File: config.mk
export PLATFORM = sky130hd
export DESIGN_NAME = nn_xor_sequencer
export DESIGN_NICKNAME = d
export VERILOG_FILES = /design/src/rtl/nn_xor_sequencer.sv
export SDC_FILE = /design/constraint.sdc
export NUM_CORES = 1
export LEC_CHECK = 0
export ABC_AREA = 1
export CORE_AREA = 2 2 212 214
export CTS_CLUSTER_SIZE = 8
export DETAILED_ROUTE_END_ITERATION = 12
export DIE_AREA = 0 0 214 216
export DONT_BUFFER_PORTS = 1
export GPL_TIMING_DRIVEN = 0
export PLACE_DENSITY_LB_ADDON = 0.3
export SLEW_MARGIN = 10
export SYNTH_ARGS = -nofsm -noshare
export SYNTH_HDL_FRONTEND = slang
export SYNTH_SLANG_ARGS = --single-unit
File: constraint.sdc
create_clock -name clk -period 6.2 [get_ports clk]
set_input_delay 0.62 -clock clk [delete_from_list [all_inputs] [get_ports clk]]
set_output_delay 0.62 -clock clk [all_outputs]
set_load 0.05 [all_outputs]
File: src/rtl/nn_xor_sequencer.sv
// Sequencer around a fixed-latency float XOR network: loads nine parameter words,
// issues one operand pair at a time and returns the network result after LATENCY cycles.
module nn_xor_sequencer #(
    parameter int exp_width  = 8,
    parameter int mant_width = 24,
    parameter int LATENCY    = 32,
    localparam int data_width = exp_width + mant_width
) (
    input  logic                  clk,
    input  logic                  rst,
    input  logic                  cfg_valid,
    output logic                  cfg_ready,
    input  logic [data_width-1:0] cfg_data,
    input  logic                  in_valid,
    output logic                  in_ready,
    input  logic [data_width-1:0] in_a,
    input  logic [data_width-1:0] in_b,
    input  logic [2:0]            round_mode_in,
    output logic [data_width-1:0] w11,
    output logic [data_width-1:0] w12,
    output logic [data_width-1:0] w21,
    output logic [data_width-1:0] w22,
    output logic [data_width-1:0] b1,
    output logic [data_width-1:0] b2,
    output logic [data_width-1:0] w31,
    output logic [data_width-1:0] w32,
    output logic [data_width-1:0] b3,
    output logic [data_width-1:0] nn_a,
    output logic [data_width-1:0] nn_b,
    output logic [2:0]            round_mode,
    input  logic [data_width-1:0] nn_result,
    input  logic [4:0]            nn_exc,
    output logic                  out_valid,
    input  logic                  out_ready,
    output logic [data_width-1:0] out_result,
    output logic [4:0]            out_exc,
    output logic                  out_err,
    output logic                  cfg_done
);

    typedef enum logic [1:0] {
        S_CFG  = 2'd0,
        S_IDLE = 2'd1,
        S_WAIT = 2'd2,
        S_RESP = 2'd3
    } state_t;

    state_t                r_state;
    state_t                w_next_state;
    logic [3:0]            r_index;
    logic [7:0]            r_counter;
    logic                  r_cfg_done;
    logic [data_width-1:0] r_param [0:8];
    logic [data_width-1:0] r_nn_a;
    logic [data_width-1:0] r_nn_b;
    logic [2:0]            r_round_mode;
    logic                  r_out_valid;
    logic [data_width-1:0] r_out_result;
    logic [4:0]            r_out_exc;
    logic                  r_out_err;
    logic                  w_cfg_fire;
    logic                  w_in_fire;
    logic                  w_out_fire;

    // Configuration always wins over a simultaneous operand pair in IDLE.
    assign cfg_ready  = (r_state == S_CFG) || (r_state == S_IDLE);
    assign in_ready   = (r_state == S_IDLE) && !cfg_valid;
    assign w_cfg_fire = cfg_valid && cfg_ready;
    assign w_in_fire  = in_valid && in_ready;
    assign w_out_fire = r_out_valid && out_ready;

    // Next-state selection.
    always_comb begin
        w_next_state = r_state;
        case (r_state)
            S_CFG: begin
                if (w_cfg_fire && (r_index == 4'd8)) w_next_state = S_IDLE;
                else                                 w_next_state = S_CFG;
            end
            S_IDLE: begin
                if (w_cfg_fire)     w_next_state = S_CFG;
                else if (w_in_fire) w_next_state = S_WAIT;
                else                w_next_state = S_IDLE;
            end
            S_WAIT: begin
                if (r_counter == 8'd0) w_next_state = S_RESP;
                else                   w_next_state = S_WAIT;
            end
            S_RESP: begin
                if (w_out_fire) w_next_state = S_IDLE;
                else            w_next_state = S_RESP;
            end
            default: w_next_state = S_CFG;
        endcase
    end

    // State register and latency counter.
    always_ff @(posedge clk) begin
        if (rst) begin
            r_state   <= S_CFG;
            r_counter <= 8'd0;
        end else begin
            r_state <= w_next_state;
            if (w_in_fire)
                r_counter <= 8'(LATENCY - 1);
            else if ((r_state == S_WAIT) && (r_counter != 8'd0))
                r_counter <= r_counter - 8'd1;
        end
    end

    // Parameter load: an IDLE write restarts the sequence at w11.
    always_ff @(posedge clk) begin
        if (rst) begin
            r_index    <= 4'd0;
            r_cfg_done <= 1'b0;
            for (int k = 0; k < 9; k++) r_param[k] <= '0;
        end else if (w_cfg_fire) begin
            if (r_state == S_IDLE) begin
                r_param[0] <= cfg_data;
                r_index    <= 4'd1;
                r_cfg_done <= 1'b0;
            end else if (r_index == 4'd8) begin
                r_param[8] <= cfg_data;
                r_index    <= 4'd0;
                r_cfg_done <= 1'b1;
            end else begin
                r_param[r_index] <= cfg_data;
                r_index          <= r_index + 4'd1;
            end
        end
    end

    // Operand issue registers.
    always_ff @(posedge clk) begin
        if (rst) begin
            r_nn_a       <= '0;
            r_nn_b       <= '0;
            r_round_mode <= 3'b000;
        end else if (w_in_fire) begin
            r_nn_a       <= in_a;
            r_nn_b       <= in_b;
            r_round_mode <= round_mode_in;
        end
    end

    // Result capture and response handshake.
    always_ff @(posedge clk) begin
        if (rst) begin
            r_out_valid  <= 1'b0;
            r_out_result <= '0;
            r_out_exc    <= 5'd0;
            r_out_err    <= 1'b0;
        end else if ((r_state == S_WAIT) && (r_counter == 8'd0)) begin
            r_out_valid  <= 1'b1;
            r_out_result <= nn_result;
            r_out_exc    <= nn_exc;
            r_out_err    <= |nn_exc;
        end else if (w_out_fire) begin
            r_out_valid <= 1'b0;
        end
    end

    assign w11        = r_param[0];
    assign w12        = r_param[1];
    assign w21        = r_param[2];
    assign w22        = r_param[3];
    assign b1         = r_param[4];
    assign b2         = r_param[5];
    assign w31        = r_param[6];
    assign w32        = r_param[7];
    assign b3         = r_param[8];
    assign nn_a       = r_nn_a;
    assign nn_b       = r_nn_b;
    assign round_mode = r_round_mode;
    assign out_valid  = r_out_valid;
    assign out_result = r_out_result;
    assign out_exc    = r_out_exc;
    assign out_err    = r_out_err;
    assign cfg_done   = r_cfg_done;

endmodule
==> results of run 1 <==
-- where the power goes --
| group | internal [µW] | switching [µW] | total, µW |
|---|---|---|---|
| logic | 258 | 662 | 920 |
| clock network | 1720 | 1090 | 2810 |
| registers | 3210 | 1010 | 4220 |
-- cells by family (layout without fill, tap and decap cells) --
group / count (synthesis) / in the layout / synth area share
simple gates: 604 / 604 / 0.164
flops: 409 / 409 / 0.752
buf+inv: 127 / 222 / 0.0359
compound gates: 126 / 126 / 0.0434
fa+ha+maj: 4 / 4 / 0.00340
xor+xnor: 2 / 2 / 0.00119
other cells: 0 / 1 / 0
-- sequential cells by signal, indices dropped and copies added, names as in the netlist --
register / flops
nn_a: 32
out_err: 1
round_mode: 3
cfg_done: 1
out_valid: 1
r_state: 2
r_counter: 8
out_exc: 5
r_param: 288
out_result: 32
r_index: 4
nn_b: 32
-- routing by layer --
metal	global-route usage	vias to the layer above
met5	0	-
met4	0.0559	0
met3	0.0640	66
met2	0.341	500
met1	0.229	4810
li1	-	4384
-- per-stage QoR --
stage	total power, µW	instances
global placement	5160	1864
floorplan	4850	1272
detailed placement	5200	1873
CTS	8020	1959
finish	7950	1960
global route	8280	1960
-- synthesized netlist by cell type, types with 7 or more instances --
cell	number	area (µm²)
inv_1	22	82.6
nand2_1	88	330
a21oi_1	50	250
nor2_1	440	1650
clkbuf_1	30	113
clkinv_1	32	120
dfxtp_1	121	2420
edfxtp_1	288	8650
nand3_1	54	270
buf_2	35	175
nand3_2	7	70.1
o21ai_0	72	360
-- layout by cell type, fill, tap and decap left out, types with 8 or more instances in the layout --
cell and instances:
inv_1 22, clkbuf_16 59, clkinv_1 33, nand2_1 79, nor2_1 440, a21oi_1 50
buf_12 8, nand2_2 14, clkbuf_1 54, edfxtp_1 288, dfxtp_1 121, nand3_1 54
buf_2 35, o21ai_0 72
-- critical path, stage by stage (launching register included) --
cell and delay [ns]:
dfxtp_1 0.48, inv_1 0.20, ha_1 0.24, nand3_1 0.11, nand2_1 0.12, nor2_2 0.16
o21ai_0 0.10, nand3_1 0.37, buf_2 0.34, nand2_2 0.38, buf_16 0.33
-- layout make-up --
class                   instances  area, µm²  area share
clock buffers                  84       1580      0.0915
repair buffers                  9        188      0.0109
flip-flops and latches        409      11100       0.641
clock inverters                 2       12.5    0.000724
diodes                          1       2.50    0.000145
plain buffers                  68        307      0.0177
inverters                      59        221      0.0128
well taps                     592        741      0.0429
multi-input cells             736       3150       0.182
-- worst max-delay path by stage --
| stage | start | to | slack [ns] | cells past startpoint |
|---|---|---|---|---|
| 2_1_floorplan | r_index[0] | r_param[2][0] | 3.52 | 10 |
| 3_3_place_gp | rst | r_param[0][19] | 1.94 | 6 |
| 3_5_place_dp | rst | r_param[8][12] | 2.88 | 5 |
| 4_1_cts | r_index[0] | r_param[8][0] | 3.02 | 10 |
| 5_1_grt | r_index[0] | r_param[8][1] | 2.83 | 10 |
| 6_report | r_index[0] | r_param[8][0] | 3.09 | 10 |
==> out/qor.txt, run 1 <==
Status = finished clean
Skew final = 0.0200 ns
Die area = 46,200 µm²
Iter 0 DRT Violations = 719
Max-Cap Viols = 0
Antenna Nets Post-Route = 0
CTS root buf = clkbuf_16
Crit path time final = 3.11 ns
Skew-Pair Late Insertion Delay = 0.58 ns
Hold Vio Cnt, Final = 0
Routed wl met3 = 3910 µm
Fill cells = 4,189
Die H = 216 µm
Drt total wl = 46,300 µm
I/O pin cnt = 538
Worst Hold Class = in -> reg
Worst r2r dst = r_param[8][0]
Port bufs = 0
Slack of the critical path = 3.09 ns
Cts bufs inserted = 57
GRT Resource Usage Total = 0.195
Finished Core Util = 0.394
Number of vias per cell = 4.98
Starting density of the core = 0.336
Core area = 43,800 µm²
Post-Syn Area per Cell = 11.6 µm²
Nets = 1,485
Critical path arrival = 3.44 ns
CP max FO = 17
Worst hold start = in_b[31]
F_max = 0.321 GHz
CTS tree = done
Clock sink count = 409
Reg2reg start = r_index[0]
H-tree depth = 2
Postcts setup bufs = 0
# resized after CTS = 0
Initial antenna violation count = 2
Core Rows = 77
Wire length per cell = 23.6 µm
Crit path kind = reg -> reg
Remaining DRCs = 0
First-pass GRT wire length = 66,300 µm
Period utilization = 0.502
Post-Synthesis Cells = 1,272
Post-DP Area = 15,700 µm²
Syn nets = 1,417
Final setup viols = 0
Startpoint Class = flip-flop
Register bit count reported by yosys = 409
WL met2 = 23,500 µm
Post-synth EDFFs = 288
Fin Hold WS = 0.207 ns
Share of cells above drive strength 1 = 0.101
Yosys warns = 0
Max Used Layer = met4
Slew headroom = 0.386
Pre-CTS WS = 2.88 ns
Reg clk slew, reported paths = 0.05 ns
Vias after detailed routing = 9,760
Setup total negative slack = 0 ns
CP Data Required Time = 6.53 ns
Worst vdd ir = 0.276 mV
Hold EP = nn_b[31]
Sequential fraction of the synthesis area = 0.752
Count of cell types in the netlist = 26
Static Leak = 0.00636 µW
PwrDens = 460 nW/µm²
Met1 wire length = 17,800 µm
Final slew viol count = 0
GRT Residual Overflow = 0
Area Growth Syn to Fin = 17.3%
Worst Tran Pin Value = 0.920 ns
Flop2flop setup slack = 3.09 ns
Dominant register cell in the synthesized netlist = edfxtp_1
RSZ-0062 raised after global routing = false
CTS Buffer Depth = 3
Die span in x = 214 µm
Hold-fix buffers, CTS = 0
Vias in the first global route = 9,592
Reg2reg path depth = 10
Largest net degree at the start of global routing = 31
DP Wirelength = 33,500 µm
Final RePlAce weighted congestion = 0.824
Hold Path Depth = 2
Async S/R FF share, synth = 0
Setup crit end kind = flip-flop
Mapped cell area = 14,700 µm²
Pre-Repair DR Iteration Count = 5
Final instance area = 17,300 µm²
Power figures use the tool's default switching activity.
==> run 2, diff against run 1 <==
Settings changed: CORE_AREA 2 2 212 214 to 2 2 209 211, DIE_AREA 0 0 214 216 to 0 0 211 213.
Clock period 6.2 ns to 2.7 ns, I/O delays scaled along.
==> out/qor.txt, run 2 (synthesized netlist as in run 1, its figures left out) <==
Most common cell after layout, fill and taps aside = nor2_1
Final instance area = 18,600 µm² (+7.7%)
Final slew viol count = 0 (unchanged)
Sequential power share = 0.526 (-0.005)
Comb pwr share = 0.128 (+0.012)
H-tree depth = 2 (unchanged)
Period utilization = 0.930 (+0.428)
I/O pin cnt = 538 (unchanged)
CTS tree = done
Area Growth Syn to Fin = 26.3%
Skew final = 0.0253 ns (+0.00535 ns)
Final setup viols = 0 (unchanged)
Internal = 12,000 µW (+130%)
PwrDens = 993 nW/µm² (+120%)
Starting density of the core = 0.345 (+0.00897)
Finished Core Util = 0.436 (+0.0416)
Cts bufs inserted = 57 (unchanged)
Most Crowded Layer GR = met2
Status = finished clean
Die span in x = 211 µm (-1.4%)
Clock network power share = 0.346 (-0.007)
RSZ-0062 raised after global routing = false
Clock sink count = 409 (unchanged)
Sw Ratio = 0.349 (+0.00189)
Largest net degree at the start of global routing = 30 (-3.2%)
GRT Resource Usage Total = 0.206 (+0.0107)
Die area = 44,900 µm² (-2.8%)
GRT Residual Overflow = 0 (unchanged)
Antenna Nets Post-Route = 0 (unchanged)
Hold Vio Cnt, Final = 0 (unchanged)
Skew-Pair Late Insertion Delay = 0.59 ns (about the same)
Crit path time final = 2.51 ns (-0.603 ns)
CTS root buf = clkbuf_16
Largest register FFs = 288 (unchanged)
First-pass GRT wire length = 67,300 µm (+1.5%)
Crit path kind = reg -> reg
CP max FO = 17 (unchanged)
Setup total negative slack = 0 ns (unchanged)
Wire length per cell = 23.6 µm (-0.20%)
Max-Cap Viols = 0 (unchanged)
Total Power = 18,500 µW (+130%)
Remaining DRCs = 0 (unchanged)
Reg clk slew, reported paths = 0.05 ns (about the same)
Met1 usage = 0.238 (+0.00957)
Nets = 1,603 (+7.9%)
Critical path arrival = 2.79 ns (-0.65 ns)
F_max = 0.398 GHz (+24%)
Slew headroom = 0.516 (+0.130)
Number of vias per cell = 5.02 (+0.83%)
Worst Hold Class = in -> reg
Share of cells above drive strength 1 = 0.106 (+0.00488)
Fin Hold WS = 0.0689 ns (-0.138 ns)
Most flops, register = r_param
Die H = 213 µm (-1.4%)
Vias after detailed routing = 10,100 (+3.9%)
CTS Buffer Depth = 3 (unchanged)
Worst vdd ir = 0.635 mV (+130%)
Most frequent cells in the layout = nor2_1, edfxtp_1, dfxtp_1
Pre-Repair DR Iteration Count = 4 (-1)
P_sw = 6450 µW (+130%)
Antenna cells = 0 (-1)
Startpoint Class = flip-flop
Post-DP Area = 15,700 µm² (-0.13%)
Met2 Use GR = 0.356 (+0.0147)
Final RePlAce weighted congestion = 0.835 (+1.4%)
Met3 Resource Use GR = 0.0649 (+0.000874)
Vias in the first global route = 10,100 (+5.8%)
Setup crit end kind = flip-flop
Worst Tran Pin Value = 0.725 ns (-0.195 ns)
Initial antenna violation count = 0 (-2)
DP Wirelength = 33,700 µm (+0.67%)
Core area = 42,700 µm² (-2.6%)
Static Leak = 0.00693 µW (+8.9%)
Drt total wl = 47,600 µm (+2.9%)
Iter 0 DRT Violations = 785 (+9.2%)
Core Rows = 76 (-1.3%)
Port bufs = 0 (unchanged)
CP Data Required Time = 2.97 ns (-3.56 ns)
==> run 2: worst max-delay path, stage by stage, from the launching register on <==
cell        delay, ns
dfxtp_4          0.42
clkinvlp_4       0.12
ha_1             0.20
nand3_1          0.09
nand2_1          0.14
nor2_4           0.15
inv_1            0.06
nor2_2           0.20
nand3_4          0.21
buf_2            0.27
nand2_4          0.12
buf_16           0.19
==> run 2: what timing repair did <==
| action | CTS | global route |
|---|---|---|
| setup endpoints to repair | 283 | 133 |
| gates resized for setup | 29 | 4 |
| gates cloned | 1 | 0 |
| pin swaps | 1 | 1 |
| hold buffers | 107 | 0 |
| endpoints found under the hold margin | 110 | 0 |
| setup buffers | 10 | 2 |
==> run 2: power by group through the flow <==
stage                     Combinational [µW]  Clock (µW)  Sequential, µW
final                                   2360        6380            9720
after floorplan                         1500           0            9630
after detailed placement                2130           0            9820
after global routing                    2630        6750            9770
after CTS                               2330        6490            9720
after global placement                  2010           0            9840
==> run 2: metrics by stage <==
step / cells / worst slack [ns]
2_1_floorplan: 1272 / 0.0157
3_3_place_gp: 1818 / -1.25
3_5_place_dp: 1827 / -0.466
4_1_cts: 2019 / 0.0278
5_1_grt: 2020 / 0.0167
6_report: 2020 / 0.188
==> run 2: final cells by class <==
cell class              count  area, µm²
plain buffers              66        305
clock buffers              73       1540
clock inverters             2       12.5
fillers                  3889      24100
inverters                  59        230
multi-input cells         736       3300
flip-flops and latches    409      11100
well taps                 546        683
repair buffers            129       1460
==> run 2: path summary, 6_finish.rpt <==
kind / slack (ns) / cells past startpoint / end / start
max: 0.19 / 11 / r_param[5][3] / r_index[0]
min: 0.07 / 2 / r_param[8][31] / cfg_data[31]
max reg2reg: 0.19 / 11 / r_param[5][3] / r_index[0]
min reg2reg: 0.51 / 2 / r_counter[7] / r_counter[7]
==> run 2: routing by layer <==
| metal | wire length (µm) | part of all wire |
|---|---|---|
| met3 | 4110 | 0.086 |
| met1 | 18100 | 0.38 |
| met2 | 23800 | 0.50 |
| met5 | 0 | 0 |
| met4 | 1590 | 0.033 |
==> run 3, diff against run 2 <==
Settings changed: PLACE_DENSITY set to 0.6, PLACE_DENSITY_LB_ADDON 0.3 to not set, SKIP_LAST_GASP set to 1.
==> out/qor.txt, run 3 (synthesized netlist as in run 1, its figures left out) <==
Worst vdd ir = 0.793 mV (+25%)
CP max FO = 17 (unchanged)
CTS root buf = clkbuf_16
Comb pwr share = 0.129 (about the same)
Fill cells = 3,850 (-1.0%)
Pre-Repair DR Iteration Count = 5 (+1)
Iter 0 DRT Violations = 782 (-0.38%)
Reg clk slew, reported paths = 0.06 ns (about the same)
First-pass GRT wire length = 67,600 µm (+0.42%)
Die H = 213 µm (unchanged)
GRT Residual Overflow = 0 (unchanged)
Remaining DRCs = 0 (unchanged)
Sequential Area = 11,100 µm² (about the same)
Slowest-stage cell, CP = dfxtp_4
Most common cell after layout, fill and taps aside = nor2_1
Share of cells above drive strength 1 = 0.107 (+0.00143)
Startpoint Class = flip-flop
Sequential power share = 0.528 (+0.002)
Worst Hold Class = in -> reg
F_max = 0.378 GHz (-5.1%)
Vias after detailed routing = 10,300 (+1.2%)
Setup crit end kind = flip-flop
Skew final = 0.0186 ns (-0.00669 ns)
Finished Layout Cells = 2,020 (unchanged)
RSZ-0062 raised after global routing = true
Cts bufs inserted = 57 (unchanged)
Most frequent cells in the layout = nor2_1, edfxtp_1, dfxtp_1
Final setup viols = 0 (unchanged)
Crit path time final = 2.65 ns (+0.134 ns)
Port bufs = 0 (unchanged)
CP Data Required Time = 2.97 ns (about the same)
CTS Buffer Depth = 3 (unchanged)
Static Leak = 0.00694 µW (+0.10%)
P_sw = 6430 µW (-0.33%)
Clock network power share = 0.344 (-0.002)
Nets = 1,604 (+0.062%)
Setup total negative slack = 0 ns (unchanged)
Die area = 44,900 µm² (unchanged)
GRT Resource Usage Total = 0.207 (+0.000967)
CP Cell Sequence = clkinvlp_4 > ha_1 > nand3_1 > nand2_1 > inv_1 > a21oi_2 > nand3_4 > buf_2 > nand2_4 > buf_12
Wire length per cell = 23.9 µm (+1.6%)
Drt total wl = 48,400 µm (+1.6%)
H-tree depth = 2 (unchanged)
Worst Path Buf+Inv = 4 (unchanged)
Placed cells = 1,827 (unchanged)
Slew headroom = 0.541 (+0.0249)
Final slew viol count = 0 (unchanged)
Most flops, register = r_param
Crit path kind = reg -> reg
I/O pin cnt = 538 (unchanged)
Status = finished clean
Worst Tran Pin Value = 0.688 ns (-0.0364 ns)
Core Rows = 76 (unchanged)
Antenna Nets Post-Route = 0 (unchanged)
Worst hold start = cfg_data[1]
CP top delay family = simple AND/OR/NAND/NOR gates
Core area = 42,700 µm² (unchanged)
Number of vias per cell = 5.08 (+1.2%)
Multi-input gate area = 3290 µm² (-0.15%)
Largest net degree at the start of global routing = 24 (-20%)
Sw Ratio = 0.349 (about the same)
Flop2flop setup slack = 0.05 ns (-0.13 ns)
CTS tree = done
Hold Vio Cnt, Final = 0 (unchanged)
Fin Hold WS = 0.0615 ns (-0.00732 ns)
Starting density of the core = 0.345 (unchanged)
Clock sink count = 409 (unchanged)
Total Power = 18,400 µW (-0.27%)
Internal = 12,000 µW (-0.24%)
Finished Core Util = 0.435 (about the same)
DP Wirelength = 33,000 µm (-2.3%)
Period utilization = 0.980 (+0.0498)
Critical path arrival = 2.91 ns (+0.12 ns)
PwrDens = 991 nW/µm² (-0.23%)
Reg2reg start = r_index[0]
Max-Cap Viols = 0 (unchanged)
Vias in the first global route = 10,200 (+0.18%)
Final RePlAce weighted congestion = 0.836 (about the same)
Largest register FFs = 288 (unchanged)
Skew-Pair Late Insertion Delay = 0.59 ns (about the same)
Max stage delay on crit path = 0.39 ns (-0.03 ns)
Crit. Startpoint = r_index[0]
Initial antenna violation count = 1 (+1)
Area Growth Syn to Fin = 26.2% (about the same)
Die span in x = 211 µm (unchanged)
run 3: layer usage:
metal,part of all wire,vias up,routed length (µm),GRT usage
met5,0,-,0,0
met1,0.38,4982,18300,0.238
met2,0.49,588,23600,0.352
li1,-,4610,-,-
met4,0.030,0,1450,0.0738
met3,0.10,86,5000,0.0800
run 3: final cells by class:
cell class / count / share of cell area
Timing Repair Buffer: 128 / 0.0781
Tap cell: 546 / 0.0367
Buffer: 68 / 0.0171
Inverter: 59 / 0.0124
Sequential cell: 409 / 0.596
Antenna cell: 1 / 0.000135
Clock inverter: 2 / 0.000942
Clock buffer: 71 / 0.0818
Multi-Input combinational cell: 736 / 0.177
run 3: path summary, 6_finish.rpt:
kind | end | cells after the start
worst min register to register | r_counter[7] | 2
worst max register to register | r_param[0][21] | 10
worst max-delay path | r_param[0][21] | 10
worst min-delay path | r_param[4][1] | 2
run 3: per-stage QoR:
step / instance area [µm²] / setup WS (ns)
floorplan: 14700 / 0.0157
global placement: 15400 / -1.37
detailed placement: 15600 / -0.557
CTS: 18600 / 0.0157
global route: 18600 / -0.0145
finish: 18600 / 0.0540
run 3: power groups by stage:
stage | registers, µW | clock network, µW | logic (µW)
global placement | 9830 | 0 | 2000
global route | 9770 | 6670 | 2650
finish | 9720 | 6330 | 2370
floorplan | 9630 | 0 | 1500
CTS | 9720 | 6430 | 2320
detailed placement | 9810 | 0 | 2110
run 3: what timing repair did:
item	4_1_cts	5_1_grt
pin swaps	0	1
hold endpoints to repair	110	0
hold buffers	107	0
resized for setup	29	4
endpoints found under the setup margin	279	179
setup buffers	7	2
cloned	3	0
==> variant 1: new RTL, flow settings as in run 2 <==
`mant_width`: 24 -> 28.
--- a/src/rtl/nn_xor_sequencer.sv
+++ b/src/rtl/nn_xor_sequencer.sv
@@ -2,7 +2,7 @@
 // issues one operand pair at a time and returns the network result after LATENCY cycles.
 module nn_xor_sequencer #(
     parameter int exp_width  = 8,
-    parameter int mant_width = 24,
+    parameter int mant_width = 28,
     parameter int LATENCY    = 32,
     localparam int data_width = exp_width + mant_width
 ) (
Ports: changed (16 resized); port bits go from 538 to 602. The function was not compared with the original's and may differ.
==> variant 1 against run 2 <==
- design area increased by 12%
- critical path type unchanged
- worst setup slack got worse by 14 ps
- clock skew decreased by 7.7 ps
- routed wire length increased by 13%
- sequential cell count increased by 48
- critical path depth decreased by 2
- total power increased by 12%
- cell count increased by 8.2%
- sequential share of layout area decreased by 0.10 points
- synthesized area increased by 12%
==> variant 1: results (changes against run 2) <==
STA
  – Final setup skew: 17.6 ps (-7.75 ps)
  – Slew headroom: 47.1% (-4.5 points)

Route
  – Initial detailed-routing violation count: 893 (+14%)
  – Via count: 11,600 (+14%)
  – Final Routed Wirelength: 53.9 mm (+13%)
  – First drt pass iteration count: 7 (+3)

GRT
  – Vias in the first global route: 11,100 (+9.5%)
  – GR met3 Demand/Resource: 6.80% (+0.31 points)
  – Largest net degree at the start of global routing: 25 (-17%)
  – Gr usage total: 23.2% (+2.6 points)
  – Met1 usage: 25.1% (+1.3 points)
  – First-pass GRT wire length: 75.4 mm (+12%)
  – GR Util met2: 41.8% (+6.2 points)

Power and ir drop
  – Leak: 7.82 nW (+13%)
  – Worst vdd ir: 0.000660 V (+3.9%)

Synth
  – Ys flop type: edfxtp_1
  – Seq/Total Area, Yosys: 75.4% (+0.18 points)
  – Largest cells by area after synthesis: edfxtp_1 (59%), dfxtp_1 (16%), nor2_1 (11%)
  – Number of synthesized flops with an enable pin: 324 (+13%)
  – Synth cell types: 30 (+15%)
  – Post-synth net total: 1,558 (+10%)
  – Share of synthesized flip-flops with an asynchronous set or reset: 0% (unchanged)
  – Commonest cells post-synth: nor2_1 (495), edfxtp_1 (324), dfxtp_1 (133)

Worst setup path
  – CP Max Fanout: 12 (-5)
  – Data arrival time of the worst path: 2810 ps (+20 ps)

CTS
  – H-tree Lvls: 3 (+1)
  – Clock Latency Late Sink: just under 600 ps
  – CTS Root Cell: clkbuf_16
  – CTS Buf Count: 67 (+18%)

Finish
  – Largest register FFs: 324 (+13%)
  – Final net count: 1,782 (+11%)
  – Largest Register: r_param
  – Layout cell share with drive strength beyond 1: 11.0% (+0.39 points)

Placement
  – HPWL Detailed: 35.9 mm (+6.4%)
  – RePlAce Congestion: 0.856 (+2.5%)

Worst hold path
  – Min-delay worst type: primary input to flip-flop

Run status
  – Status: complete, no violations
-- variant 1: final cells by class --
class / count / area, um^2
clock inverters: 8 / 128
well taps: 546 / 683
flip-flops and latches: 457 / 12400
repair buffers: 148 / 1610
plain buffers: 72 / 415
inverters: 57 / 216
clock buffers: 80 / 1750
multi-input cells: 818 / 3660
fillers: 3684 / 21800
-- variant 1: cell families after synthesis --
logic type                 Yosys count  share of synthesized area, %
AOI/OAI and AO/OA                  135                          4.16
and+or+nand+nor                    670                          16.3
adders and majority gates            4                         0.304
xor gates and xnor gates             2                         0.107
buffers and inverters              129                          3.79
DFF                                457                          75.4
-- variant 1: critical path, stage by stage, from the launching register on --
cell and delay, ps:
dfxtp_1 410, inv_1 190, ha_1 230, nand3_1 170
nand2_1 150, nor2_4 260, nand3_4 250, buf_6 260
nand2_2 120, buf_12 160
-- variant 1: worst paths after layout --
path,slack (ps),startpoint,cells past startpoint,to
max,170,r_index[1]$_SDFFE_PP0P_,9,r_param[3][34]$_SDFFCE_PN0P_
min,70,cfg_data[4],2,r_param[3][4]$_SDFFCE_PN0P_
max reg2reg,170,r_index[1]$_SDFFE_PP0P_,9,r_param[3][34]$_SDFFCE_PN0P_
min reg2reg,510,r_counter[7]$_SDFFE_PP0P_,2,r_counter[7]$_SDFFE_PP0P_
-- variant 1: metrics by stage --
| stage | cells | power (mW) | hold WS [ps] | instance area (um^2) | setup slack [ps] |
|---|---|---|---|---|---|
| 3_5_place_dp | 1945 | 13.0 | 442 | 17200 | -950 |
| 5_1_grt | 2186 | 21.5 | 60.3 | 20800 | 21.4 |
| 2_1_floorplan | 1397 | 12.2 | 433 | 16500 | 57.7 |
| 4_1_cts | 2178 | 20.8 | 30.7 | 20700 | 37.1 |
| 6_report | 2186 | 20.7 | 68.5 | 20800 | 174 |
| 3_3_place_gp | 1943 | 13.0 | 438 | 17100 | -1180 |
-- variant 1: power breakdown --
group	switching [mW]	internal (mW)	total [mW]
clock network	2.95	4.54	7.50
logic	1.69	0.770	2.46
registers	2.55	8.23	10.8
-- variant 1: layer usage --
layer / wire (um) / vias up
li1: - / 5132
met1: 18700 / 5661
met2: 28200 / 658
met3: 4910 / 106
met4: 2110 / 0
met5: 0 / -
-- variant 1: timing repair --
item                                    4_1_cts  5_1_grt
hold buffers                                119        0
gates cloned                                  7        0
endpoints found under the hold margin       122        0
buffers inserted                             19        7
pin swaps                                     2        2
endpoints found under the setup margin      412      185
gates resized for setup                      22       10
==> variant 2: new RTL, flow settings as in run 2 <==
Made on the original files. Add an input register stage for `round_mode_in`; this delays it by one clock. The other inputs are not delayed to match.
--- a/src/rtl/nn_xor_sequencer.sv
+++ b/src/rtl/nn_xor_sequencer.sv
@@ -44,6 +44,12 @@
         S_WAIT = 2'd2,
         S_RESP = 2'd3
     } state_t;
+
+    logic [2:0] round_mode_q;
+
+    always_ff @(posedge clk) begin
+        round_mode_q <= round_mode_in;
+    end
 
     state_t                r_state;
     state_t                w_next_state;
@@ -139,7 +145,7 @@
         end else if (w_in_fire) begin
             r_nn_a       <= in_a;
             r_nn_b       <= in_b;
-            r_round_mode <= round_mode_in;
+            r_round_mode <= round_mode_q;
         end
     end
 
Function: same outputs for any inputs over 4 cycles, from zero or initial values and one cycle with rst high; that may be too few to reach the edited logic, so the function may still have changed.
==> variant 2 against run 2 <==
- non-clock buffer count is 8 lower
- routed wire length is 1.0% lower
- global-route usage is 0.32 points lower
- cell count is 0.54% lower
- die area stayed put
- worst setup slack hardly changed
- sequential cell count is 3 higher
- synthesized area hardly changed
- via count is 0.21% higher
- highest routed layer unchanged
- sequential share of layout area is 0.79 points higher
- design area is 0.79% lower
Power is not compared: it rests on default switching activity, and its combinational part moved more than twofold at a synthesized area within 25%.
==> variant 2: results (changes against run 2) <==
Run status
  – Status: complete, no violations

Route
  – Met3 wire len: 4.86 mm (+18%)
  – WL met2: 24.0 mm (+0.81%)
  – Routed WL per cell: 23.5 um (-0.50%)
  – Initial detailed-routing violation count: 690 (-12%)
  – Vias per cell: 5.06 (+0.76%)

Placement
  – Placed insts: 1,825 (-0.11%)
  – HPWL Detailed: 33.0 mm (-2.3%)
  – DP Worst Slack: -505 ps (-39.6 ps)

Synth
  – Post-synthesis compound-gate area fraction: 4.39% (+0.049 points)
  – Synth cell types: 28 (+7.7%)
  – Adder-Cell Fraction of Synth Area: 0.340% (about the same)
  – Synth Area in XOR/XNOR: 0.119% (about the same)
  – Commonest cells post-synth: nor2_1 (488), edfxtp_1 (288), dfxtp_1 (124)
  – Syn_area_per_cell: 11.6 um^2 (+0.11%)
  – Post-synth net total: 1,416 (-0.071%)

STA
  – Final setup skew: 49.1 ps (+23.8 ps)
  – Worst Tran Pin Value: 1340 ps (+616 ps)
  – Slew headroom: 10.6% (-41 points)
  – WHS: 44.7 ps (-24.2 ps)

Finish
  – FF+latch count: 412 (+0.73%)
  – Signal buf overhead: 8.78% (-0.69 points)
  – Area of the multi-input gates: 3230 um^2 (-1.9%)
  – Sequential cell area share: 60.3% (+0.79 points)
  – Fill cell count: 3,883 (-0.15%)

Worst setup path
  – Slowest CP cell: dfxtp_2
  – Critical Path End: r_param[5][0]$_SDFFCE_PN0P_
  – CP Max Fanout: 25 (+8)
  – Data arrival time of the worst path: 2810 ps (+20 ps)

Worst hold path
  – Hold Path Sink: r_index[1]$_SDFFE_PP0P_
  – Hold wc startpoint: cfg_valid

GRT
  – GR met3 Demand/Resource: 7.09% (+0.60 points)
  – Met1 usage: 22.2% (-1.7 points)
  – Largest net degree at the start of global routing: 33 (+10%)
  – First-pass GRT wire length: 67.0 mm (-0.42%)
## variant 2: cell count changes after synthesis, sizes merged, moves of 4 or more
cell,delta
nor2,+48
a21oi,-27
o21ai,+27
nand3,-26
nand2,-23
clkbuf,-8
buf,+4
## variant 2: power groups by stage
stage	registers, mW	logic [mW]	clock network, mW
finish	7.79	0.544	6.36
global route	7.80	0.589	6.69
CTS	7.79	0.528	6.45
detailed placement	7.91	0.394	0
global placement	7.92	0.353	0
floorplan	7.84	0.213	0
## variant 2: repair_timing
| action | CTS | global route |
|---|---|---|
| hold endpoints to repair | 109 | 0 |
| endpoints found under the setup margin | 312 | 302 |
| resized for setup | 10 | 25 |
| setup buffers | 1 | 5 |
| pin swaps | 2 | 3 |
| hold buffers | 109 | 0 |
## variant 2: stage by stage
stage	instance area, um^2	utilization, %	setup TNS [ps]
global placement	15400	36.1	-291270
CTS	18300	42.8	-14080
detailed placement	15600	36.5	-63150
floorplan	14700	-	0
finish	18400	43.2	0
global route	18400	43.2	-29.9
